$ cat src/rtl/sync_fifo_pkg.sv
// Shared defaults for the synchronous FIFO slice.
// Optional first-word-fall-through read mode: SYNC_FIFO_FWFT_EN.
package sync_fifo_pkg;

    localparam int DATA_WIDTH_DEF = 8;
    localparam int ADDR_WIDTH_DEF = 3;
    localparam int AF_LEVEL_DEF   = 6;
    localparam int AE_LEVEL_DEF   = 2;

endpackage

$ cat src/rtl/sync_fifo_if.sv
// Producer/consumer bundle for sync_fifo: requests, data, status, errors.
// master drives requests, slave (the FIFO) drives data and status.
interface sync_fifo_if
    import sync_fifo_pkg::*;
#(
    parameter int DATA_WIDTH = DATA_WIDTH_DEF,
    parameter int ADDR_WIDTH = ADDR_WIDTH_DEF
);

    logic                  w_inc;
    logic [DATA_WIDTH-1:0] WR_DATA;
    logic                  r_inc;
    logic                  clr_err;
    logic [DATA_WIDTH-1:0] RD_DATA;
    logic                  rd_valid;
    logic                  w_full;
    logic                  r_empty;
    logic                  almost_full;
    logic                  almost_empty;
    logic [ADDR_WIDTH:0]   count;
    logic                  overflow;
    logic                  underflow;

    modport master (
        output w_inc, WR_DATA, r_inc, clr_err,
        input  RD_DATA, rd_valid, w_full, r_empty,
        input  almost_full, almost_empty, count,
        input  overflow, underflow
    );

    modport slave (
        input  w_inc, WR_DATA, r_inc, clr_err,
        output RD_DATA, rd_valid, w_full, r_empty,
        output almost_full, almost_empty, count,
        output overflow, underflow
    );

endinterface

$ cat src/rtl/sync_fifo_mem.sv
// FIFO storage: registered write port, asynchronous read port, no reset.
module sync_fifo_mem #(
    parameter int DATA_WIDTH = 8,
    parameter int ADDR_WIDTH = 3
) (
    input  logic                  clk,
    input  logic                  we,
    input  logic [ADDR_WIDTH-1:0] waddr,
    input  logic [DATA_WIDTH-1:0] wdata,
    input  logic [ADDR_WIDTH-1:0] raddr,
    output logic [DATA_WIDTH-1:0] rdata
);

    localparam int DEPTH = 1 << ADDR_WIDTH;

    logic [DATA_WIDTH-1:0] mem [DEPTH];

    always_ff @(posedge clk) begin
        if (we) begin
            mem[waddr] <= wdata;
        end
    end

    assign rdata = mem[raddr];

endmodule

$ cat src/rtl/sync_fifo.sv
// Synchronous FIFO: pointers, occupancy, flags, sticky errors, read port.
// Define SYNC_FIFO_FWFT_EN for first-word-fall-through reads.
module sync_fifo
    import sync_fifo_pkg::*;
#(
    parameter int DATA_WIDTH = DATA_WIDTH_DEF,
    parameter int ADDR_WIDTH = ADDR_WIDTH_DEF,
    parameter int AF_LEVEL   = AF_LEVEL_DEF,
    parameter int AE_LEVEL   = AE_LEVEL_DEF
) (
    input  logic      CLK,
    input  logic      RST,
    sync_fifo_if.slave bus
);

    localparam logic [ADDR_WIDTH:0] DEPTH_C = (ADDR_WIDTH+1)'(1 << ADDR_WIDTH);
    localparam logic [ADDR_WIDTH:0] AF_C    = (ADDR_WIDTH+1)'(AF_LEVEL);
    localparam logic [ADDR_WIDTH:0] AE_C    = (ADDR_WIDTH+1)'(AE_LEVEL);

    logic [ADDR_WIDTH-1:0] wr_ptr;
    logic [ADDR_WIDTH-1:0] rd_ptr;
    logic [ADDR_WIDTH:0]   count;
    logic [DATA_WIDTH-1:0] head;
    logic                  full;
    logic                  empty;
    logic                  wr_acc;
    logic                  rd_acc;
    logic                  overflow;
    logic                  underflow;

    assign full   = (count == DEPTH_C);
    assign empty  = (count == '0);
    assign wr_acc = bus.w_inc & ~full;
    assign rd_acc = bus.r_inc & ~empty;

    sync_fifo_mem #(
        .DATA_WIDTH (DATA_WIDTH),
        .ADDR_WIDTH (ADDR_WIDTH)
    ) u_mem (
        .clk   (CLK),
        .we    (wr_acc),
        .waddr (wr_ptr),
        .wdata (bus.WR_DATA),
        .raddr (rd_ptr),
        .rdata (head)
    );

    always_ff @(posedge CLK) begin
        if (RST) begin
            wr_ptr <= '0;
            rd_ptr <= '0;
            count  <= '0;
        end else begin
            if (wr_acc) wr_ptr <= wr_ptr + 1'b1;
            if (rd_acc) rd_ptr <= rd_ptr + 1'b1;
            if (wr_acc && !rd_acc) begin
                count <= count + 1'b1;
            end else if (rd_acc && !wr_acc) begin
                count <= count - 1'b1;
            end
        end
    end

    // A fresh error outranks clr_err in the same cycle.
    always_ff @(posedge CLK) begin
        if (RST) begin
            overflow  <= 1'b0;
            underflow <= 1'b0;
        end else begin
            if (bus.w_inc && full) begin
                overflow <= 1'b1;
            end else if (bus.clr_err) begin
                overflow <= 1'b0;
            end
            if (bus.r_inc && empty) begin
                underflow <= 1'b1;
            end else if (bus.clr_err) begin
                underflow <= 1'b0;
            end
        end
    end

    assign bus.count        = count;
    assign bus.w_full       = full;
    assign bus.r_empty      = empty;
    assign bus.almost_full  = (count >= AF_C);
    assign bus.almost_empty = (count <= AE_C);
    assign bus.overflow     = overflow;
    assign bus.underflow    = underflow;

`ifdef SYNC_FIFO_FWFT_EN
    assign bus.RD_DATA  = head;
    assign bus.rd_valid = ~empty;
`else
    logic [DATA_WIDTH-1:0] rd_data;
    logic                  rd_valid;

    always_ff @(posedge CLK) begin
        if (RST) begin
            rd_data  <= '0;
            rd_valid <= 1'b0;
        end else begin
            rd_valid <= rd_acc;
            if (rd_acc) rd_data <= head;
        end
    end

    assign bus.RD_DATA  = rd_data;
    assign bus.rd_valid = rd_valid;
`endif

endmodule
$ cat src/flat_wrapper.sv
// flat-port wrapper written by rule: the top's interface ports become plain ports
module sync_fifo_flat import sync_fifo_pkg::*;
#(
    parameter int DATA_WIDTH = DATA_WIDTH_DEF,
    parameter int ADDR_WIDTH = ADDR_WIDTH_DEF,
    parameter int AF_LEVEL   = AF_LEVEL_DEF,
    parameter int AE_LEVEL   = AE_LEVEL_DEF
)
  (CLK, RST, bus_w_inc, bus_WR_DATA, bus_r_inc, bus_clr_err, bus_RD_DATA, bus_rd_valid, bus_w_full, bus_r_empty, bus_almost_full, bus_almost_empty, bus_count, bus_overflow, bus_underflow);
  sync_fifo_if #(.DATA_WIDTH(DATA_WIDTH), .ADDR_WIDTH(ADDR_WIDTH)) bus_i ();
  input  logic CLK;
  input  logic RST;
  input wire logic [$bits(bus_i.w_inc)-1:0] bus_w_inc;
  input wire logic [$bits(bus_i.WR_DATA)-1:0] bus_WR_DATA;
  input wire logic [$bits(bus_i.r_inc)-1:0] bus_r_inc;
  input wire logic [$bits(bus_i.clr_err)-1:0] bus_clr_err;
  output wire logic [$bits(bus_i.RD_DATA)-1:0] bus_RD_DATA;
  output wire logic [$bits(bus_i.rd_valid)-1:0] bus_rd_valid;
  output wire logic [$bits(bus_i.w_full)-1:0] bus_w_full;
  output wire logic [$bits(bus_i.r_empty)-1:0] bus_r_empty;
  output wire logic [$bits(bus_i.almost_full)-1:0] bus_almost_full;
  output wire logic [$bits(bus_i.almost_empty)-1:0] bus_almost_empty;
  output wire logic [$bits(bus_i.count)-1:0] bus_count;
  output wire logic [$bits(bus_i.overflow)-1:0] bus_overflow;
  output wire logic [$bits(bus_i.underflow)-1:0] bus_underflow;
  assign bus_i.w_inc = bus_w_inc;
  assign bus_i.WR_DATA = bus_WR_DATA;
  assign bus_i.r_inc = bus_r_inc;
  assign bus_i.clr_err = bus_clr_err;
  assign bus_RD_DATA = bus_i.RD_DATA;
  assign bus_rd_valid = bus_i.rd_valid;
  assign bus_w_full = bus_i.w_full;
  assign bus_r_empty = bus_i.r_empty;
  assign bus_almost_full = bus_i.almost_full;
  assign bus_almost_empty = bus_i.almost_empty;
  assign bus_count = bus_i.count;
  assign bus_overflow = bus_i.overflow;
  assign bus_underflow = bus_i.underflow;
  sync_fifo #(.DATA_WIDTH(DATA_WIDTH), .ADDR_WIDTH(ADDR_WIDTH), .AF_LEVEL(AF_LEVEL), .AE_LEVEL(AE_LEVEL)) u_core (.CLK(CLK), .RST(RST), .bus(bus_i));
endmodule
$ cat config.mk
export PLATFORM = sky130hd
export DESIGN_NAME = sync_fifo_flat
export DESIGN_NICKNAME = d
export VERILOG_FILES = /design/src/rtl/sync_fifo_pkg.sv /design/src/rtl/sync_fifo_if.sv /design/src/rtl/sync_fifo_mem.sv /design/src/rtl/sync_fifo.sv /design/src/flat_wrapper.sv
export SDC_FILE = /design/constraint.sdc
export NUM_CORES = 1
export LEC_CHECK = 0
export ABC_AREA = 1
export CAP_MARGIN = 20
export CORE_UTILIZATION = 30
export DETAILED_ROUTE_END_ITERATION = 8
export HOLD_SLACK_MARGIN = 0.1
export PLACE_DENSITY = 0.47
export SLEW_MARGIN = 20
export SYNTH_ARGS = -nofsm -noshare
export SYNTH_HDL_FRONTEND = slang
export SYNTH_SLANG_ARGS = --single-unit
export TNS_END_PERCENT = 10
$ cat constraint.sdc
create_clock -name CLK -period 2.7 [get_ports CLK]
set_input_delay 0.405 -clock CLK [delete_from_list [all_inputs] [get_ports CLK]]
set_output_delay 0.405 -clock CLK [all_outputs]
set_load 0.01 [all_outputs]
==> summary.log, run 1 <==
qor: yosys.post_synth_main_area_contributors edfxtp_1 (51%), dfxtp_1 (11%), nand2_1 (11%), nand3_1 (6.6%), inv_1 (6.6%)
qor: clock_tree.cts.repair_timing.setup_buffer_count 0
qor: yosys.synthArstFlopShare 0%
qor: setup_path.setup.worst_path.start u_core.bus.count[1]$_SDFFE_PP0P_
qor: setup_path.cp-end-kind register
qor: routing.firstDrtPassIters 4
qor: setup_path.crit_path_top_delay_cell dfxtp_1
qor: setup_path.critical_path.reg2reg.startpoint u_core.bus.count[1]$_SDFFE_PP0P_
qor: layout.layout_net_count 448
qor: clock_tree.clock-sinks 85
qor: placed_design.numPortBuffers 31
qor: setup_path.startpoint_type register
qor: timing.final_critical_path_setup_slack 0.4316 ns
qor: flow_run.max_cap_viol_count 0
qor: setup_path.crit_path_end u_core.bus.count[3]$_SDFFE_PP0P_
qor: clock_tree.cts.path.max_buffers 2
qor: routing.drtAntennaViolNets 0
qor: yosys.synth.largest_area_cell edfxtp_1
qor: clock_tree.worst_setup_hold_path_clk_slew 0.06 ns
qor: layout.layout-drive-gt1-share 10.60%
qor: yosys.synth-seq-cells 85
qor: timing.holdWs 0.4653 ns
qor: setup_path.worstPathCellList nor2_1 > nand3_1 > nand2_2 > inv_1 > ha_1 > inv_1 > ha_1 > or2_2 > nand2_1 > nand2_1 > nand2_1 > nand2_1 > a21oi_1
qor: floorplan.die_x 114.0 um
qor: setup_path.path_class register to register
qor: global_route.grt_first_pass_wirelength 13060 um
qor: setup_path.critPathArrivalTime 2.53 ns
qor: clock_tree.holdBufCountCts 0
qor: routing.vias_per_inst 4.332
qor: clock_tree.ctsHtreeMaxLevel 3
qor: pwr.irDropWorstVdd 0.3156 mV
qor: timing.slew_violations 0
qor: hold_path.hold_class register to register
qor: timing.timing.slew.headroom 73.95%
qor: setup_path.critical_path.reg2reg.endpoint u_core.bus.count[3]$_SDFFE_PP0P_
qor: timing.final_min_period_over_clock_period 84.01%
qor: yosys.synth.cells.most_frequent nand2_1 (107), inv_1 (66), edfxtp_1 (64)
qor: clock_tree.cts_tree built
qor: timing.final_hold_violating_endpoints 0
qor: setup_path.critPathRequiredTime 2.96 ns
qor: yosys.netlist_area 3765 sq um
qor: timing.fmaxAchievable 0.4408 GHz
qor: yosys.ys_dominant_reg_cell edfxtp_1
qor: layout.post_synthesis_to_final_layout_area_growth 20.97%
qor: timing.setup_viol_count_final 0
qor: floorplan.num_rows 40
qor: setup_path.crit_top_cell nand2_1
qor: pwr.cellInternalPower 2.722 mW
qor: yosys.synth_top_cell_area_share 51.05%
qor: placed_design.routability_congestion_estimate 0.7921
qor: placed_design.dp_hpwl 5255 um
qor: floorplan.io-pin-count 32
qor: floorplan.start_util 31.08%
qor: pwr.power.density_cell_area 904.5 nW/um^2
qor: setup_path.critical_path.max_stage_delay 0.39 ns
qor: yosys.synth-edff-count 64
qor: pwr.combPwrFrac 32.7%
qor: global_route.grt_start_max_net_pins 34
qor: timing.worstMarginPinSlew 0.3895 ns
qor: global_route.via_count_of_the_first_global_routing_pass 2398
qor: timing.grt_setup_unrepaired false
qor: yosys.yosys.cell_types.count 30
qor: global_route.overall_overflow_remaining_after_global_route 0
qor: setup_path.worstRegToRegCells 13
qor: timing.fin_setup_tns 0 ns
qor: clock_tree.cts-resized-gates 0
qor: routing.drt-initial-drc-count 202
qor: clock_tree.tritoncts.num_buffers 9
qor: global_route.antenna_found_initial 0
qor: clock_tree.cts-root-buf clkbuf_16
qor: pwr.p_sw_share 33.92%
qor: setup_path.r2r_slack 0.43 ns
qor: pwr.p_seq_share 40.0%
qor: layout.non_filler_cell_area_final 4554 sq um
qor: yosys.yosys.cell_count.top_type nand2_1
qor: placed_design.dpl_worst_slack 0.2645 ns
qor: yosys.ys.warnings.count 0
qor: floorplan.core_region_area 12110 sq um
qor: global_route.track_usage 13.81%
qor: timing.clock-skew-final 0.007391 ns
qor: setup_path.timing.critical_path.fanout_max 7
qor: routing.wirelength 8313 um
qor: pwr.p_leak 1.880 nW
qor: pwr.power.net_switching 1.397 mW
qor: yosys.synth.net_count 403
qor: pwr.pwr-share-clk 27.3%
qor: floorplan.fp.dieArea 13000 sq um
qor: clock_tree.clk_lat_worst_skew 0.34 ns
qor: routing.drt-wirelength-per-cell 13.81 um
qor: placed_design.place_area 4292 sq um
qor: yosys.syn_avg_cell_area 9.804 sq um
qor: layout.final_non_filler_cell_total 602
qor: routing.detailroute.via_count 2608
qor: yosys.synth_cells 384
qor: outcome.outcome completed
qor: layout.n_antenna_cell 0
qor: yosys.seq_area_frac_synth 62.21%
qor: routing.remaining_drcs 0
qor: placed_design.dp.cells 586
qor: floorplan.die_height 114.0 um
qor: timing.period_minus_slack 2.268 ns
[worst min path at each step]
stage                                  startpoint                                 end  slack [ns]  cells past startpoint
2_1_floorplan       u_core.wr_ptr[0]$_SDFFE_PP0P_       u_core.wr_ptr[0]$_SDFFE_PP0P_        0.46                      2
5_1_grt          u_core.bus.overflow$_SDFFE_PP0P_    u_core.bus.overflow$_SDFFE_PP0P_        0.49                      2
3_3_place_gp   u_core.bus.RD_DATA[1]$_SDFFE_PP0P_  u_core.bus.RD_DATA[1]$_SDFFE_PP0P_        0.46                      2
3_5_place_dp   u_core.bus.RD_DATA[7]$_SDFFE_PP0P_  u_core.bus.RD_DATA[7]$_SDFFE_PP0P_        0.46                      2
6_report         u_core.bus.overflow$_SDFFE_PP0P_    u_core.bus.overflow$_SDFFE_PP0P_        0.47                      2
4_1_cts          u_core.bus.overflow$_SDFFE_PP0P_    u_core.bus.overflow$_SDFFE_PP0P_        0.47                      2
[power by group through the flow]
stage / Sequential, mW / Clock (mW) / Combinational, mW
final: 1.65 / 1.12 / 1.35
after global routing: 1.66 / 1.19 / 1.52
after CTS: 1.65 / 1.14 / 1.36
after detailed placement: 1.67 / 0 / 1.36
after global placement: 1.67 / 0 / 1.35
after floorplan: 1.69 / 0 / 0.902
[area by class of cell]
type	instances	area (sq um)
Sequential cell	85	2342
Inverter	70	266.5
Fill cell	1267	7557
Timing Repair Buffer	48	437.9
Clock buffer	13	240.2
Clock inverter	3	22.52
Tap cell	168	210.2
Multi-Input combinational cell	215	1035
[routing by layer]
layer,GRT usage [%],share of wire [%],vias to the layer above,wire [um]
met5,0,0,-,0
met4,5.887,1.9,0,155
met3,3.135,4.5,13,370
met2,21.05,46,57,3820
met1,18.86,48,1224,3967
li1,-,-,1314,-
[sequential cells by signal, indices dropped and copies added (netlist names)]
signal and cells:
u_core.u_mem.mem 64, u_core.bus.RD_DATA 8, u_core.bus.count 4, u_core.rd_ptr 3, u_core.wr_ptr 3, u_core.bus.overflow 1, u_core.bus.rd_valid 1, u_core.bus.underflow 1
[cells in the final DEF (no fill, tap or decap), types with 4 or more instances in the layout]
| master | netlist | routed |
|---|---|---|
| clkbuf_16 | 0 | 9 |
| dfxtp_1 | 21 | 21 |
| buf_4 | 3 | 17 |
| clkdlybuf4s50_1 | 0 | 31 |
| nand2_2 | 4 | 4 |
| nand2_1 | 107 | 107 |
| nor2_1 | 17 | 17 |
| a21oi_2 | 6 | 6 |
| inv_1 | 66 | 66 |
| clkbuf_1 | 2 | 4 |
| nand3_1 | 50 | 50 |
| ha_1 | 5 | 5 |
| edfxtp_1 | 64 | 64 |
| a21oi_1 | 9 | 9 |
[metrics by stage]
step                      utilization (%)  power (mW)
after floorplan                         -       2.591
after global placement              35.43       3.020
after detailed placement            35.43       3.032
after CTS                           37.60       4.154
after global routing                37.60       4.379
final                               37.60       4.120
[critical path: cells and delay by family (launching register included)]
kind | cells | cell delay (ns)
compound gates | 1 | 0.11
buf+inv | 2 | 0.21
flops | 1 | 0.39
simple gates | 8 | 1.00
fa+ha+maj | 2 | 0.50
[logic make-up (layout without fill, tap and decap cells)]
kind of cell / Yosys count / in the layout / synth area share, %
and+or+nand+nor: 185 / 185 / 20.97
DFF: 85 / 85 / 62.21
xor gates and xnor gates: 2 / 2 / 0.4654
adders and majority gates: 6 / 6 / 2.193
buffers and inverters: 84 / 134 / 10.30
AOI/OAI and AO/OA: 22 / 22 / 3.855
Note: power is estimated with default switching activity, not from simulation.
==> inputs of run 2 (changes only) <==
PLACE_DENSITY = 0.49   (was 0.47)
clock period = 1.95 ns   (was 2.7 ns; I/O delays follow)
==> run 2 against run 1 <==
Compared with the run above:
- power rose by 50%
- setup slack got worse by 0.31 ns
- clock skew fell by 0.0024 ns
- via count rose by 1.3%
- non-clock buffer count rose by 6
- clock power rose by 64%
- largest cell class unchanged
==> summary.log, run 2 (same netlist as run 1, synthesis figures left out) <==
qor: clock_tree.clk_lat_worst_skew 0.34 ns [about the same]
qor: timing.grt_setup_unrepaired false
qor: layout.largest_register_ffs 64 [unchanged]
qor: timing.final_hold_violating_endpoints 0 [unchanged]
qor: pwr.p_leak 1.950 nW [+3.7%]
qor: global_route.grt_start_max_net_pins 34 [unchanged]
qor: clock_tree.cts-root-buf clkbuf_16
qor: clock_tree.cts.path.max_buffers 2 [unchanged]
qor: clock_tree.worst_setup_hold_path_clk_slew 0.06 ns [about the same]
qor: setup_path.critPathBufInv 4 [+2]
qor: layout.layout-drive-gt1-share 14.32% [+3.7 points]
qor: floorplan.die_height 114.0 um [unchanged]
qor: floorplan.core_region_area 12110 sq um [unchanged]
qor: setup_path.critical_path.reg2reg.startpoint u_core.bus.count[0]$_SDFFE_PP0P_
qor: setup_path.timing.critical_path.fanout_max 5 [-2]
qor: pwr.cellInternalPower 4.210 mW [+55%]
qor: hold_path.hold_class register to register
qor: hold_path.start_point_of_the_worst_hold_path u_core.bus.underflow$_SDFFE_PP0P_
qor: placed_design.place_area 4367 sq um [+1.7%]
qor: setup_path.cpLargestDelayFamily buffers and inverters
qor: global_route.antenna_found_initial 0 [unchanged]
qor: global_route.via_count_of_the_first_global_routing_pass 2511 [+4.7%]
qor: setup_path.critPathRequiredTime 1.66 ns [-1.30 ns]
qor: routing.drt-initial-drc-count 115 [-43%]
qor: floorplan.io-pin-count 32 [unchanged]
qor: setup_path.critPathArrivalTime 1.54 ns [-0.99 ns]
qor: layout.post_synthesis_to_final_layout_area_growth 24.79%
qor: layout.registers.top_by_ff_count u_core.u_mem.mem
qor: layout.final_common_cell nand2_1
qor: timing.final_critical_path_setup_slack 0.1177 ns [-0.3139 ns]
qor: timing.setup_viol_count_final 0 [unchanged]
qor: global_route.track_usage 14.11% [+0.30 points]
qor: floorplan.fp.dieArea 13000 sq um [unchanged]
qor: routing.wirelength 8369 um [+0.67%]
qor: timing.holdWs 0.4615 ns [-0.003858 ns]
qor: floorplan.num_rows 40 [unchanged]
qor: layout.layout_net_count 454 [+1.3%]
qor: timing.period_minus_slack 1.832 ns
qor: flow_run.max_cap_viol_count 0 [unchanged]
qor: setup_path.critical_path.reg2reg.endpoint u_core.bus.count[3]$_SDFFE_PP0P_
qor: routing.firstDrtPassIters 5 [+1]
qor: timing.final_min_period_over_clock_period 93.96%
qor: hold_path.timing.hold.worst_endpoint u_core.bus.underflow$_SDFFE_PP0P_
qor: setup_path.worstPathCellList buf_4 > inv_1 > o21ai_1 > inv_1 > clkdlybuf4s50_1
qor: pwr.p_seq_share 36.8% [-3.2 points]
qor: layout.n_antenna_cell 0 [unchanged]
qor: placed_design.routability_congestion_estimate 0.8291 [+4.7%]
qor: timing.clock-skew-final 0.004981 ns [-0.002410 ns]
qor: clock_tree.tritoncts.num_buffers 9 [unchanged]
qor: layout.final_non_filler_cell_total 608 [+1.0%]
qor: clock_tree.clock-sinks 85 [unchanged]
qor: placed_design.dp_hpwl 5292 um [+0.70%]
qor: pwr.combPwrFrac 33.5% [+0.8 points]
qor: global_route.grt_first_pass_wirelength 13460 um [+3.0%]
qor: placed_design.numPortBuffers 31 [unchanged]
qor: layout.final_cell_mix nand2_1 (107), inv_1 (64), edfxtp_1 (64), nand3_1 (49), clkdlybuf4s50_1 (31)
qor: pwr.p_sw_share 32.03% [-1.9 points]
qor: routing.drt-wirelength-per-cell 13.76 um [-0.32%]
qor: setup_path.critical_path.max_stage_delay 0.52 ns [+0.13 ns]
qor: clock_tree.cts_tree built
qor: setup_path.cp-end-kind output pin
qor: pwr.irDropWorstVdd 0.7075 mV [+120%]
qor: routing.detailroute.via_count 2643 [+1.3%]
qor: routing.remaining_drcs 0 [unchanged]
qor: pwr.power.net_switching 1.984 mW [+42%]
qor: timing.slew_violations 0 [unchanged]
qor: routing.drtAntennaViolNets 0 [unchanged]
qor: setup_path.startpoint_type register
qor: placed_design.dpl_worst_slack -0.1941 ns [-0.4586 ns]
qor: timing.fmaxAchievable 0.5458 GHz
qor: pwr.power.density_cell_area 1318 nW/um^2 [+46%]
qor: layout.non_filler_cell_area_final 4698 sq um [+3.2%]
qor: setup_path.path_class register to output pin
qor: hold_path.hold_depth 2 [unchanged]
qor: layout.fill_cells 1233 [-2.7%]
qor: floorplan.start_util 31.08% [unchanged]
qor: placed_design.dp.cells 591 [+0.85%]
qor: pwr.pwr-share-clk 29.7% [+2.4 points]
qor: setup_path.r2r_slack 0.19 ns [-0.24 ns]
qor: outcome.outcome completed
qor: timing.timing.slew.headroom 74.41% [+0.46 points]
qor: clock_tree.ctsHtreeMaxLevel 3 [unchanged]
qor: routing.vias_per_inst 4.347 [+0.34%]
qor: floorplan.die_x 114.0 um [unchanged]
qor: setup_path.crit_path_top_delay_cell clkdlybuf4s50_1
qor: global_route.overall_overflow_remaining_after_global_route 0 [unchanged]
qor: setup_path.crit_top_cell inv_1
qor: timing.worstMarginPinSlew 0.3815 ns [-0.007985 ns]
qor: setup_path.worstRegToRegCells 13 [unchanged]
run 2: cell count changes in the layout (fill, tap and decap cells not counted), moves of 2 or more:
cell | before | now
buf_4 | 17 | 23
dfxtp_1 | 21 | 17
bufinv_16 | 0 | 2
clkbuf_1 | 4 | 2
clkinvlp_4 | 3 | 1
dfxtp_2 | 0 | 2
dfxtp_4 | 0 | 2
inv_1 | 66 | 64
inv_2 | 1 | 3
nor2_4 | 0 | 2
run 2: how the worst max path moves through the flow:
stage                                                 from                          endpoint  slack [ns]  cells past startpoint
final                     u_core.bus.count[0]$_SDFFE_PP0P_                  bus_almost_empty        0.12                      5
after global routing      u_core.bus.count[0]$_SDFFE_PP0P_                  bus_almost_empty       0.002                      5
after CTS                 u_core.bus.count[2]$_SDFFE_PP0P_  u_core.bus.count[3]$_SDFFE_PP0P_        0.05                     13
after detailed placement                         bus_w_inc  u_core.bus.count[3]$_SDFFE_PP0P_       -0.19                     12
after global placement                           bus_w_inc  u_core.bus.count[3]$_SDFFE_PP0P_       -0.16                     12
after floorplan           u_core.bus.count[3]$_SDFFE_PP0P_  u_core.bus.count[3]$_SDFFE_PP0P_        0.04                     13
run 2: layer usage:
metal  track usage (%)  routed length, um
met4             6.234                231
met3             3.719                292
met1             17.84               3929
met5                 0                  0
met2             22.71               3916
run 2: what timing repair did:
| item | CTS | global route |
|---|---|---|
| hold buffers | 0 | 0 |
| endpoints found under the hold margin | 0 | 0 |
| endpoints found under the setup margin | 0 | 2 |
| resized for setup | 0 | 4 |
| buffers inserted | 0 | 1 |
run 2: layout make-up:
class	instances	area, sq um	area share [%]
multi-input combinational	215	1067	22.72
tap	168	210.2	4.474
inverter	70	266.5	5.672
timing repair buffer	54	483.0	10.28
clock buffer	12	246.5	5.246
sequential	85	2352	50.07
clock inverter	4	72.57	1.545
run 2: worst min-delay path, cell delays in order, from the launching register on:
cell	delay, ns
dfxtp_1	0.31
nand2_1	0.06
a21oi_1	0.05
run 2: power groups by stage:
stage,clock network (mW),logic (mW),registers (mW)
after floorplan,0,1.30,2.37
after global placement,0,2.03,2.32
after detailed placement,0,2.07,2.32
after CTS,1.88,2.08,2.28
after global routing,1.95,2.32,2.31
final,1.84,2.07,2.28
run 2: metrics by stage:
| step | total power [mW] | TNS [ns] | util (%) |
|---|---|---|---|
| 5_1_grt | 6.578 | 0 | 38.79 |
| 4_1_cts | 6.242 | 0 | 38.69 |
| 3_5_place_dp | 4.385 | -0.4183 | 36.05 |
| 6_report | 6.193 | 0 | 38.79 |
| 3_3_place_gp | 4.345 | -0.3281 | 36.05 |
| 2_1_floorplan | 3.669 | 0 | - |
